<file path="config.mk">
export PLATFORM = sky130hd
export DESIGN_NAME = div_seq
export DESIGN_NICKNAME = d
export VERILOG_FILES = /design/src/rtl/div_seq.sv
export SDC_FILE = /design/constraint.sdc
export NUM_CORES = 1
export LEC_CHECK = 0
export CORE_MARGIN = 2
export CORE_UTILIZATION = 45
export DETAILED_ROUTE_END_ITERATION = 10
export GPL_TIMING_DRIVEN = 0
export PLACE_DENSITY = 0.8
export REMOVE_ABC_BUFFERS = 1
export SLEW_MARGIN = 30
export SYNTH_ARGS = -nofsm -noshare
export SYNTH_HDL_FRONTEND = slang
export SYNTH_SLANG_ARGS = --single-unit
</file>
<file path="constraint.sdc">
create_clock -name clk -period 4.7 [get_ports clk]
set_clock_uncertainty 0.1 [all_clocks]
set_input_delay 0.705 -clock clk [delete_from_list [all_inputs] [get_ports clk]]
set_output_delay 0.705 -clock clk [all_outputs]
set_load 0.01 [all_outputs]
</file>
<file path="src/rtl/div_seq.sv">
// div_seq: multi-cycle radix-2 restoring divider for the EX stage.
// Handles DIV/DIVU. It stalls the pipeline while iterating and presents the
// quotient on LO and the remainder on HI, with a write strobe for HI/LO.
// A pipeline flush (annul) cancels the operation at any point.
module div_seq #(
    parameter int WIDTH = 32
) (
    input  logic             clk,
    input  logic             rst,
    input  logic             div_valid,
    input  logic             signed_div,
    input  logic [WIDTH-1:0] opa,
    input  logic [WIDTH-1:0] opb,
    input  logic             annul,
    input  logic             ext_stall,
    output logic             div_stall,
    output logic             result_valid,
    output logic             hilo_we,
    output logic [WIDTH-1:0] lo_out,
    output logic [WIDTH-1:0] hi_out
);

    localparam int CW = $clog2(WIDTH);

    localparam logic [1:0] ST_IDLE = 2'd0;
    localparam logic [1:0] ST_BUSY = 2'd1;
    localparam logic [1:0] ST_DONE = 2'd2;

    localparam logic [CW-1:0]    COUNT_ZERO = {CW{1'b0}};
    localparam logic [CW-1:0]    COUNT_ONE  = {{(CW-1){1'b0}}, 1'b1};
    localparam logic [CW-1:0]    COUNT_LAST = CW'(WIDTH - 1);
    localparam logic [WIDTH-1:0] DATA_ZERO  = {WIDTH{1'b0}};
    localparam logic [WIDTH-1:0] DATA_ONES  = {WIDTH{1'b1}};
    localparam logic [WIDTH-1:0] DATA_ONE   = {{(WIDTH-1){1'b0}}, 1'b1};

    // Two's-complement negation, applied only when en is set.
    function automatic logic [WIDTH-1:0] neg_if(input logic [WIDTH-1:0] v, input logic en);
        logic [WIDTH-1:0] r;
        if (en) begin
            r = ~v + DATA_ONE;
        end else begin
            r = v;
        end
        return r;
    endfunction

    logic [1:0]       state_r;
    logic [CW-1:0]    count_r;
    logic [WIDTH-1:0] rem_r;     // partial remainder
    logic [WIDTH-1:0] quo_r;     // dividend shifting out / quotient shifting in
    logic [WIDTH-1:0] dvsr_r;    // divisor magnitude
    logic             qsign_r;
    logic             rsign_r;

    logic [WIDTH:0]   rem_ext_s;
    logic [WIDTH:0]   diff_s;
    logic             borrow_s;
    logic [WIDTH-1:0] rem_next_s;
    logic [WIDTH-1:0] quo_next_s;

    // One restoring step. The remainder is widened by one bit because
    // 2*rem + 1 can exceed WIDTH bits when the divisor is large.
    always_comb begin
        rem_ext_s  = {rem_r, quo_r[WIDTH-1]};
        diff_s     = rem_ext_s - {1'b0, dvsr_r};
        borrow_s   = diff_s[WIDTH];
        rem_next_s = rem_ext_s[WIDTH-1:0];
        if (!borrow_s) begin
            rem_next_s = diff_s[WIDTH-1:0];
        end else begin
            rem_next_s = rem_ext_s[WIDTH-1:0];
        end
        quo_next_s = {quo_r[WIDTH-2:0], ~borrow_s};
    end

    // Handshake outputs. These are gated by rst and annul so that a flush or
    // reset takes effect on the pipeline within the same cycle.
    always_comb begin
        div_stall    = 1'b0;
        result_valid = 1'b0;
        if (!rst && !annul) begin
            div_stall    = ((state_r == ST_IDLE) && div_valid) || (state_r == ST_BUSY);
            result_valid = (state_r == ST_DONE);
        end else begin
            div_stall    = 1'b0;
            result_valid = 1'b0;
        end
        hilo_we = result_valid && !ext_stall;
    end

    // Sequencer FSM, iteration datapath and HI/LO result registers.
    always_ff @(posedge clk) begin
        if (rst) begin
            state_r <= ST_IDLE;
            count_r <= COUNT_ZERO;
            rem_r   <= DATA_ZERO;
            quo_r   <= DATA_ZERO;
            dvsr_r  <= DATA_ZERO;
            qsign_r <= 1'b0;
            rsign_r <= 1'b0;
            lo_out  <= DATA_ZERO;
            hi_out  <= DATA_ZERO;
        end else if (annul) begin
            state_r <= ST_IDLE;
            count_r <= COUNT_ZERO;
        end else begin
            case (state_r)
                ST_IDLE: begin
                    if (div_valid) begin
                        if (opb == DATA_ZERO) begin
                            // Divide by zero: fixed result, no iterations.
                            lo_out  <= DATA_ONES;
                            hi_out  <= opa;
                            state_r <= ST_DONE;
                        end else begin
                            quo_r   <= neg_if(opa, signed_div && opa[WIDTH-1]);
                            dvsr_r  <= neg_if(opb, signed_div && opb[WIDTH-1]);
                            qsign_r <= (opa[WIDTH-1] ^ opb[WIDTH-1]) && signed_div;
                            rsign_r <= opa[WIDTH-1] && signed_div;
                            rem_r   <= DATA_ZERO;
                            count_r <= COUNT_ZERO;
                            state_r <= ST_BUSY;
                        end
                    end
                end
                ST_BUSY: begin
                    rem_r   <= rem_next_s;
                    quo_r   <= quo_next_s;
                    count_r <= count_r + COUNT_ONE;
                    if (count_r == COUNT_LAST) begin
                        lo_out  <= neg_if(quo_next_s, qsign_r);
                        hi_out  <= neg_if(rem_next_s, rsign_r);
                        state_r <= ST_DONE;
                    end
                end
                ST_DONE: begin
                    // No restart from here: div_valid still belongs to the
                    // instruction that just finished.
                    if (!ext_stall) begin
                        state_r <= ST_IDLE;
                    end
                end
                default: begin
                    state_r <= ST_IDLE;
                end
            endcase
        end
    end

endmodule

</file>
==> out/results.txt, run 1 <==
status - completed
Gate Count Post-Synth - 1610
CP Max Fanout - 29
CP Launch Type - flop
gr busiest metal - met2
placed instance area - 13600 um2
Yosys top cell area share - 27.9%
count leader, synth - nor2_1
area grow syn2layout - 18.8%
grt ovf - 0
clock period minus worst slack - 4.45 ns
RePlAce Congestion - 0.878
Detailed Place HPWL - 26.0 mm
P_leak - 5.24 nW
Fmax achieved - 225 MHz
Post-Place Cells - 1985
Worst EP required - 4.94 ns
IO Count - 137
asr flop ratio synth - 0%
Final Hold Viols - 0
GR Util met3 - 3.08%
CP Capture Type - flop
Netlist cell types - 92
initial antenna violation count - 0
fin cells - 2025
vias in the first global route - 11.1k
PortBufs - 136
total CTS buffers - 17
1st-iter DRT viols - 1184
Worst VDD drop - 254 uV
pin count of the biggest net entering global routing - 85
Setup CP Type - reg -> reg
synth warn - 0
Tcrit/Tclk final - 94.8%
DR vias/cell - 5.94
Die Ht - 168 um
area leader, netlist - dfxtp_1
Core ar. - 26700 um2
Skew-Pair Late Insertion Delay - 0.43 ns
CTS tree - built
Global Route met1 Usage - 32.9%
Hold-fix buffers, CTS - 0
Top FF cell, synth - dfxtp_1
syn avg cell area - 7.53 um2
Final Max Slew Viols - 0
die area - 28300 um2
Worst Path Arrival - 4.70 ns
top post-synthesis cells by count - 243 x nor2_1, 169 x dfxtp_1, 159 x a21oi_1, 114 x nand2_1, 79 x xnor2_1
Starting Density - 45.3%
DR WL/cell - 17.2 um
Total GRT Usage - 24.0%
power per cell area - 262 nW/um2
Row Count - 60
max_cap viols - 0
Clock Path Buffers - 2
mapped cell area - 12100 um2
actual slew at the worst max-slew pin - 0.962 ns
synthesized flop and latch total - 169
fin nets - 1781
CTS Root Cell - clkbuf_16
clk sinks - 169
antenna-violating nets left - 0
unrepaired setup endpoints after global routing - no
H-tree Lvls - 4
global-route wire length before repair - 56.1 mm
met2 Track Usage GR - 39.5%
final wirelength - 34.7 mm
Area contributors post-synth - dfxtp_1 28%, nor2_1 7.5%, a21oi_1 6.6%
total number of vias - 12.0k
HP Class - reg -> reg
share of cells above drive strength 1 - 8.02%
fin area - 14400 um2
DR DRC count - 0
DR pass1 iterations - 5
Inserted Diodes - 0
Die Wd - 168 um
Final setup viols - 0
EDFF count, synth - 0
share of the yosys chip area belonging to registers - 27.9%
Power, Total - 0.00377 W
clk slew on worst S/H paths - 0.07 ns
final core utilization - 53.9%
Slew HR - 34.2%
[routing by layer]
metal	up-vias	wire, um	share of wire [%]
li1	5980	-	-
met1	5556	15900	46
met2	438	16000	46
met3	63	2070	6.0
met4	0	779	2.2
met5	-	0	0
[per-stage QoR]
| step | TNS [ns] | worst slack [ns] | hold slack, ns |
|---|---|---|---|
| floorplan | -19.92 | -0.974 | 0.326 |
| global route | 0 | 0.0342 | 0.377 |
| global placement | -301.16 | -3.54 | 0.343 |
| finish | 0 | 0.246 | 0.358 |
| CTS | 0 | 0.0350 | 0.359 |
| detailed placement | -22.97 | -0.872 | 0.349 |
[critical path: stages (launching register included)]
cell and delay [ns]:
dfxtp_2 0.34, inv_1 0.12, ha_1 0.21, fa_2 0.25, nor2b_4 0.06, o31a_4 0.31
o2111ai_2 0.27, a21oi_2 0.14, buf_4 0.16, nor3_4 0.27, nor2_4 0.11, inv_12 0.14
nor2_1 0.09, a21oi_4 0.15, ha_2 0.22, nand3_2 0.11, nor4_4 0.36, a32oi_4 0.17
o41ai_2 0.39, xor2_1 0.14, a211oi_1 0.24
[cell usage in the layout, fill, tap and decap left out, drive strengths merged, types with 20 or more instances in the layout]
cell type,count
a211oi,81
a21oi,162
a31oi,20
clkdlybuf4s50,135
dfxtp,169
ha,38
inv,60
nand2,115
nand3,25
nor2,245
nor3,31
o21ai,111
o31ai,24
or3,30
xnor2,79
xor2,48
[layout make-up]
class / instances / area [um2]
fill: 2416 / 12300
multi-input combinational: 1277 / 8140
sequential: 169 / 3390
timing repair buffer: 152 / 1620
clock buffer: 18 / 439
tap: 341 / 427
inverter: 54 / 215
clock inverter: 13 / 163
timing repair inverter: 1 / 8.76
[final timing paths]
check | startpoint | to | slack (ns) | cells past startpoint
max | quo_r[31]$_SDFFE_PP0P_ | hi_out[30]$_SDFFE_PP0P_ | 0.25 | 20
min | dvsr_r[31]$_SDFFE_PP0P_ | dvsr_r[31]$_SDFFE_PP0P_ | 0.36 | 2
max reg2reg | quo_r[31]$_SDFFE_PP0P_ | hi_out[30]$_SDFFE_PP0P_ | 0.25 | 20
min reg2reg | dvsr_r[31]$_SDFFE_PP0P_ | dvsr_r[31]$_SDFFE_PP0P_ | 0.36 | 2
[registers in the layout, summed over array words and instances, names as in the netlist]
register and flops:
count_r 5, rsign_r 1, hi_out 32, qsign_r 1
dvsr_r 32, quo_r 32, rem_r 32, lo_out 32
state_r 2
[what timing repair did]
action / in CTS / in global routing
setup endpoints to repair: 35 / 9
resized for setup: 12 / 15
buffers inserted: 3 / 5
pin swaps: 5 / 10
gates cloned: 0 / 1
[report_power, final]
| part | internal, W | total, W | switching [W] |
|---|---|---|---|
| combinational | 0.000320 | 0.000806 | 0.000486 |
| clock | 0.000811 | 0.00145 | 0.000640 |
| sequential | 0.00147 | 0.00151 | 0.0000417 |
| total | 0.00260 | 0.00377 | 0.00117 |
[kinds of logic (layout without fill, tap and decap cells)]
kind of cell | Yosys count | count (layout) | synth area share, %
simple gates | 565 | 565 | 21.9
xor+xnor | 127 | 127 | 9.18
flops | 169 | 169 | 27.9
mux | 17 | 17 | 1.44
buf+inv | 164 | 238 | 6.18
fa+ha+maj | 39 | 39 | 4.09
compound gates | 529 | 529 | 29.2
Note: power is estimated with default switching activity, not from simulation.
==> run 2, diff against run 1 <==
==> constraint.sdc (replaced) <==
create_clock -name clk -period 4.7 [get_ports clk]
set_clock_uncertainty 0.1 [all_clocks]
set_input_delay 1.175 -clock clk [delete_from_list [all_inputs] [get_ports clk]]
set_output_delay 1.175 -clock clk [all_outputs]
set_load 0.01 [all_outputs]
==> run 2 against run 1 <==
  * Final cell count rose by 0.69%
  * First-iteration DRC count rose by 9.7%
  * Core utilization rose by 0.39 points
  * Design area rose by 0.73%
  * Sequential power barely moved
  * Via count rose by 0.81%
  * Setup slack got worse by 0.10 ns
  * Clock power barely moved
  * Critical path depth fell by 9
  * Non-clock buffer count rose by 10
  * Largest power group unchanged
  * Highest routed layer unchanged
==> out/results.txt, run 2 (synthesis results as in run 1) <==
most common cell after layout, fill and taps aside - nor2_1
Tcrit/Tclk final - 97.0% (+2.2 points)
fin cells - 2039 (+0.69%)
Sw Share - 31.1% (+0.16 points)
Inserted Diodes - 0 (unchanged)
clk sinks - 169 (unchanged)
Post-Place Cells - 1985 (unchanged)
commonest cells after routing, fill and taps aside - 241 x nor2_1, 167 x dfxtp_1, 154 x a21oi_1
Starting Density - 45.3% (unchanged)
RePlAce Congestion - 0.878 (unchanged)
CP Cell Sequence - clkdlybuf4s50_1 > or3_1 > or3_1 > or4_1 > or4_4 > a21oi_2 > or3_4 > buf_12 > nand2_1 > o21ai_0 > and2_1
CP Capture Type - flop
Total GRT Usage - 24.0% (about the same)
R2R Path End - hi_out[30]$_SDFFE_PP0P_
hold path startpoint - dvsr_r[31]$_SDFFE_PP0P_
Logic pwr share - 21.4% (about the same)
clk slew on worst S/H paths - 0.07 ns (about the same)
min setup slack post-route - 0.142 ns (-0.104 ns)
share of cells above drive strength 1 - 8.83% (+0.82 points)
cell mode on critical path - or3_1
Skew-Pair Late Insertion Delay - 0.44 ns (about the same)
Final Max Slew Viols - 0 (unchanged)
hold depth - 2 (unchanged)
DR DRC count - 0 (unchanged)
crit path launch - opb[23]
CP Launch Type - input port
P_leak - 5.30 nW (+1.1%)
area grow syn2layout - 19.7%
Fmax achieved - 219 MHz (-2.3%)
Clock Path Buffers - 2 (unchanged)
IO Count - 137 (unchanged)
total number of vias - 12.1k (+0.81%)
Worst VDD drop - 253 uV (-0.43%)
fin nets - 1795 (+0.79%)
pre-CTS setup slack - -1.34 ns (-0.470 ns)
CTS tree - built
Die Ht - 168 um (unchanged)
grt ovf - 0 (unchanged)
clock period minus worst slack - 4.56 ns (+0.104 ns)
Hold EP - dvsr_r[31]$_SDFFE_PP0P_
max_cap viols - 0 (unchanged)
Setup CP Type - in -> reg
Fill cells - 2385 (-1.3%)
Worst EP required - 4.97 ns (+0.03 ns)
CP max stage delay - 0.60 ns (+0.21 ns)
Worst Path Arrival - 4.83 ns (+0.13 ns)
die area - 28300 um2 (unchanged)
status - completed
DR pass1 iterations - 6 (+1)
PortBufs - 136 (unchanged)
clock group share of total power - 38.5% (about the same)
Detailed Place HPWL - 26.0 mm (unchanged)
initial antenna violation count - 0 (unchanged)
pin count of the biggest net entering global routing - 85 (unchanged)
power per cell area - 260 nW/um2 (-0.55%)
Final Hold Viols - 0 (unchanged)
CTS Root Cell - clkbuf_16
Core ar. - 26700 um2 (unchanged)
net switching power - 0.00118 W (+0.69%)
1st-iter DRT viols - 1299 (+9.7%)
total CTS buffers - 17 (unchanged)
DR WL/cell - 17.7 um (+3.0%)
Die Wd - 168 um (unchanged)
CP Max Fanout - 51 (+76%)
antenna-violating nets left - 0 (unchanged)
Seq pwr share - 40.0% (about the same)
Int Pwr - 0.00260 W (about the same)
CP max stage cell - or4_4
Final setup viols - 0 (unchanged)
DR vias/cell - 5.95 (+0.12%)
vias in the first global route - 11.0k (-0.072%)
cell family with most CP delay - simple AND/OR/NAND/NOR gates
RR Startpoint - quo_r[31]$_SDFFE_PP0P_
Bufs and invs on worst path - 2 (-1)
global-route wire length before repair - 56.1 mm (about the same)
Hold-fix buffers, CTS - 0 (unchanged)
actual slew at the worst max-slew pin - 0.951 ns (-0.0108 ns)
HP Class - reg -> reg
Slew HR - 35.0% (+0.74 points)
Reg2Reg Depth - 19 (-5.0%)
H-tree Lvls - 4 (unchanged)
flop-to-flop setup slack - 0.23 ns (-0.02 ns)
Row Count - 60 (unchanged)
final wirelength - 36.0 mm (+3.7%)
## run 2: routing by layer
layer,GRT usage (%),wire (um)
met1,32.9,16200
met2,39.6,16600
met3,3.08,2230
met4,7.57,963
met5,0,0
## run 2: stage by stage
stage	instance area (um2)	TNS, ns	power, W	hold WS, ns	utilization (%)
4_1_cts	14300	-0.0531	0.00376	0.359	53.5
6_report	14500	0	0.00378	0.358	54.3
3_5_place_dp	13600	-55.12	0.00232	0.349	50.9
2_1_floorplan	11600	-51.87	0.00206	0.326	-
5_1_grt	14500	-0.00208	0.00393	0.377	54.3
3_3_place_gp	13400	-368.62	0.00230	0.343	50.0
## run 2: what timing repair did
| action | CTS | global route |
|---|---|---|
| cloned | 0 | 5 |
| setup buffers | 3 | 15 |
| gates resized for setup | 13 | 14 |
| endpoints found under the setup margin | 50 | 44 |
| endpoints found under the hold margin | 0 | 0 |
| pin swaps | 5 | 12 |
## run 2: power by group through the flow
stage	registers (W)	clock network, W	logic [W]
2_1_floorplan	0.00153	0	0.000523
6_report	0.00151	0.00145	0.000810
3_3_place_gp	0.00154	0	0.000756
5_1_grt	0.00152	0.00152	0.000894
3_5_place_dp	0.00154	0	0.000777
4_1_cts	0.00151	0.00146	0.000789
## run 2: worst max path at each step
stage               depth (start not counted)                 endpoint  slack, ns
finish                                     11   rem_r[16]$_SDFFE_PP0P_       0.14
global route                               19  hi_out[30]$_SDFFE_PP0P_     -0.002
CTS                                        11  hi_out[23]$_SDFFE_PP0P_      -0.05
detailed placement                         11  hi_out[23]$_SDFFE_PP0P_      -1.34
global placement                            4  hi_out[23]$_SDFFE_PP0P_      -4.01
floorplan                                  18  hi_out[26]$_SDFFE_PP0P_      -0.97
## run 2: cell type report
| cell class | count | area (um2) | share of cell area [%] |
|---|---|---|---|
| tap | 341 | 427 | 2.94 |
| timing repair inverter | 1 | 8.76 | 0.0604 |
| inverter | 54 | 215 | 1.48 |
| sequential | 169 | 3390 | 23.3 |
| multi-input combinational | 1281 | 8170 | 56.3 |
| clock buffer | 18 | 439 | 3.03 |
| clock inverter | 13 | 163 | 1.12 |
| timing repair buffer | 162 | 1700 | 11.7 |
## run 2: worst reg2reg max path: cells and delay by family (launching register included)
kind            cells  cell delay (ns)
xor+xnor            1             0.14
buf+inv             2             0.23
flops               1             0.35
compound gates      8             1.87
fa+ha+maj           3             0.85
simple gates        5             0.82
==> run 3, diff against run 2 <==
- CORE_UTILIZATION: 45 -> 52
- PLACE_DENSITY: 0.8 -> 0.89
- SKIP_LAST_GASP: unset -> 1
==> run 3 against run 2 <==
  * Worst hold slack is essentially flat
  * Clock power grew 3%
  * Register-to-register slack lost 0.05 ns
  * Die area shrank 13%
  * Largest cell class unchanged
  * Sequential power is essentially flat
  * Critical path depth shrank 6
  * Flip-flop and latch count is the same
  * Setup slack lost 0.031 ns
  * Largest power group unchanged
  * First-iteration DRC count grew 16%
  * Design area grew 0.56%
==> out/results.txt, run 3 (synthesis results as in run 1) <==
area grow syn2layout - 20.3%
P_leak - 5.35 nW (+0.92%)
most common cell after layout, fill and taps aside - nor2_1
total CTS buffers - 17 (unchanged)
H-tree Lvls - 4 (unchanged)
flop-to-flop setup slack - 0.18 ns (-0.05 ns)
Seq pwr share - 39.3% (-0.7 points)
Fill cells - 1802 (-24%)
Die Ht - 157 um (-6.8%)
Bufs and invs on worst path - 2 (unchanged)
1st-iter DRT viols - 1507 (+16%)
pin count of the biggest net entering global routing - 84 (-1.2%)
status - completed
Slew HR - 39.3% (+4.3 points)
Hold EP - dvsr_r[18]$_SDFFE_PP0P_
R2R Path End - hi_out[28]$_SDFFE_PP0P_
DR WL/cell - 18.7 um (+5.8%)
hold path startpoint - dvsr_r[18]$_SDFFE_PP0P_
cell mode on critical path - clkdlybuf4s50_1
Clock Path Buffers - 2 (unchanged)
Fmax achieved - 218 MHz (-0.68%)
clock group share of total power - 39.1% (+0.6 points)
clk sinks - 169 (unchanged)
final core utilization - 64.0% (+9.8 points)
DR DRC count - 0 (unchanged)
DR pass1 iterations - 6 (unchanged)
unrepaired setup endpoints after global routing - yes
Starting Density - 53.2% (+7.9 points)
Worst EP required - 3.42 ns (-1.55 ns)
Die Wd - 157 um (-6.8%)
IO Count - 137 (unchanged)
CP max stage delay - 0.68 ns (+0.08 ns)
Logic pwr share - 21.6% (+0.2 points)
commonest cells after routing, fill and taps aside - 240 x nor2_1, 167 x dfxtp_1, 154 x a21oi_1
CP max stage cell - clkdlybuf4s50_1
fin cells - 2020 (-0.93%)
Final Hold Viols - 0 (unchanged)
CTS tree - built
hold depth - 2 (unchanged)
power per cell area - 264 nW/um2 (+1.4%)
Skew-Pair Late Insertion Delay - 0.44 ns (about the same)
placed instance area - 13600 um2 (-0.14%)
RR Startpoint - quo_r[31]$_SDFFE_PP0P_
net switching power - 0.00120 W (+2.2%)
Core ar. - 22800 um2 (-15%)
Sw Share - 31.2% (+0.080 points)
CTS Root Cell - clkbuf_16
Int Pwr - 0.00265 W (+1.8%)
share of cells above drive strength 1 - 9.50% (+0.66 points)
clock period minus worst slack - 4.59 ns (+0.0313 ns)
Hold-fix buffers, CTS - 0 (unchanged)
DR vias/cell - 6.30 (+5.8%)
fin nets - 1802 (+0.39%)
Final Max Slew Viols - 0 (unchanged)
actual slew at the worst max-slew pin - 0.911 ns (-0.0405 ns)
Worst VDD drop - 195 uV (-23%)
CP Max Fanout - 9 (-82%)
fin area - 14600 um2 (+0.56%)
Detailed Place HPWL - 25.8 mm (-0.83%)
Final setup viols - 0 (unchanged)
Total GRT Usage - 28.7% (+4.7 points)
die area - 24500 um2 (-13%)
RePlAce Congestion - 0.883 (+0.52%)
CP Capture Type - output pin
HP Class - reg -> reg
Worst Path Arrival - 3.31 ns (-1.52 ns)
Setup CP Type - in -> out
vias in the first global route - 11.4k (+3.5%)
initial antenna violation count - 2 (+2)
Row Count - 55 (-8.3%)
Post-Place Cells - 1958 (-1.4%)
grt ovf - 0 (unchanged)
CP Cell Sequence - clkdlybuf4s50_1 > or2_2 > nor3b_1 > nor2b_1 > clkdlybuf4s50_1
Hold WS - 0.358 ns (-0.0000850 ns)
clk slew on worst S/H paths - 0.07 ns (about the same)
Tcrit/Tclk final - 97.6% (+0.67 points)
final wirelength - 37.8 mm (+4.8%)
PortBufs - 136 (unchanged)
Reg2Reg Depth - 21 (+2)
cell family with most CP delay - buffers and inverters
global-route wire length before repair - 57.2 mm (+1.9%)
total number of vias - 12.7k (+4.8%)
max_cap viols - 0 (unchanged)
CP Launch Type - input port
antenna-violating nets left - 0 (unchanged)
## run 3: changes by cell type in the layout (fill, tap and decap cells not counted), sizes merged
| cell | before | now |
|---|---|---|
| clkbuf | 18 | 19 |
| diode | 0 | 1 |
| nor2 | 245 | 246 |
| bufinv | 2 | 3 |
| clkinv | 3 | 4 |
| buf | 27 | 32 |
| inv | 60 | 59 |
| clkinvlp | 3 | 2 |
| nand2 | 116 | 117 |
## run 3: metal layers
metal,global-route usage [%],part of all wire [%],up-vias
met5,0,0,-
met2,48.1,46,703
met4,12.4,4.2,0
li1,-,-,6023
met1,36.8,41,5835
met3,4.29,8.8,160
## run 3: final cells by class
class                   instances  area (um2)  area share, %
repair buffers                168        1770           12.1
clock buffers                  18         429           2.94
inverters                      54         208           1.42
multi-input cells            1283        8210           56.3
diodes                          1        2.50         0.0172
clock inverters                14         185           1.27
flip-flops and latches        169        3390           23.2
well taps                     313         392           2.69
## run 3: worst max-delay path by stage
stage | start | endpoint | slack (ns) | cells after the start
floorplan | quo_r[31]$_SDFFE_PP0P_ | hi_out[26]$_SDFFE_PP0P_ | -0.97 | 18
CTS | quo_r[31]$_SDFFE_PP0P_ | hi_out[30]$_SDFFE_PP0P_ | 0.03 | 20
global route | quo_r[31]$_SDFFE_PP0P_ | hi_out[28]$_SDFFE_PP0P_ | -0.08 | 21
detailed placement | opb[23] | hi_out[23]$_SDFFE_PP0P_ | -1.40 | 11
finish | annul | hilo_we | 0.11 | 5
global placement | rst | hi_out[23]$_SDFFE_PP0P_ | -3.86 | 4
## run 3: stage by stage
stage,setup TNS (ns),setup slack [ns],total power (W)
2_1_floorplan,-51.87,-0.974,0.00206
3_3_place_gp,-348.79,-3.86,0.00228
3_5_place_dp,-57.14,-1.40,0.00232
4_1_cts,0,0.0266,0.00381
5_1_grt,-0.140,-0.0773,0.00398
6_report,0,0.111,0.00385
## run 3: power by group through the flow
stage / logic (W) / clock network (W) / registers, W
final: 0.000830 / 0.00150 / 0.00151
after global routing: 0.000902 / 0.00156 / 0.00152
after global placement: 0.000742 / 0 / 0.00154
after floorplan: 0.000523 / 0 / 0.00153
after CTS: 0.000793 / 0.00150 / 0.00151
after detailed placement: 0.000776 / 0 / 0.00154
## run 3: timing repair
item | 4_1_cts | 5_1_grt
pin swaps | 9 | 11
endpoints found under the setup margin | 49 | 44
cloned | 2 | 5
resized for setup | 14 | 19
buffers inserted | 5 | 17
## run 3: tightest hold or removal path: cells and delay by family, from the launching register on
kind               cells  cell delay (ns)
DFF                    1             0.31
AOI/OAI and AO/OA      1             0.05
and+or+nand+nor        1             0.05
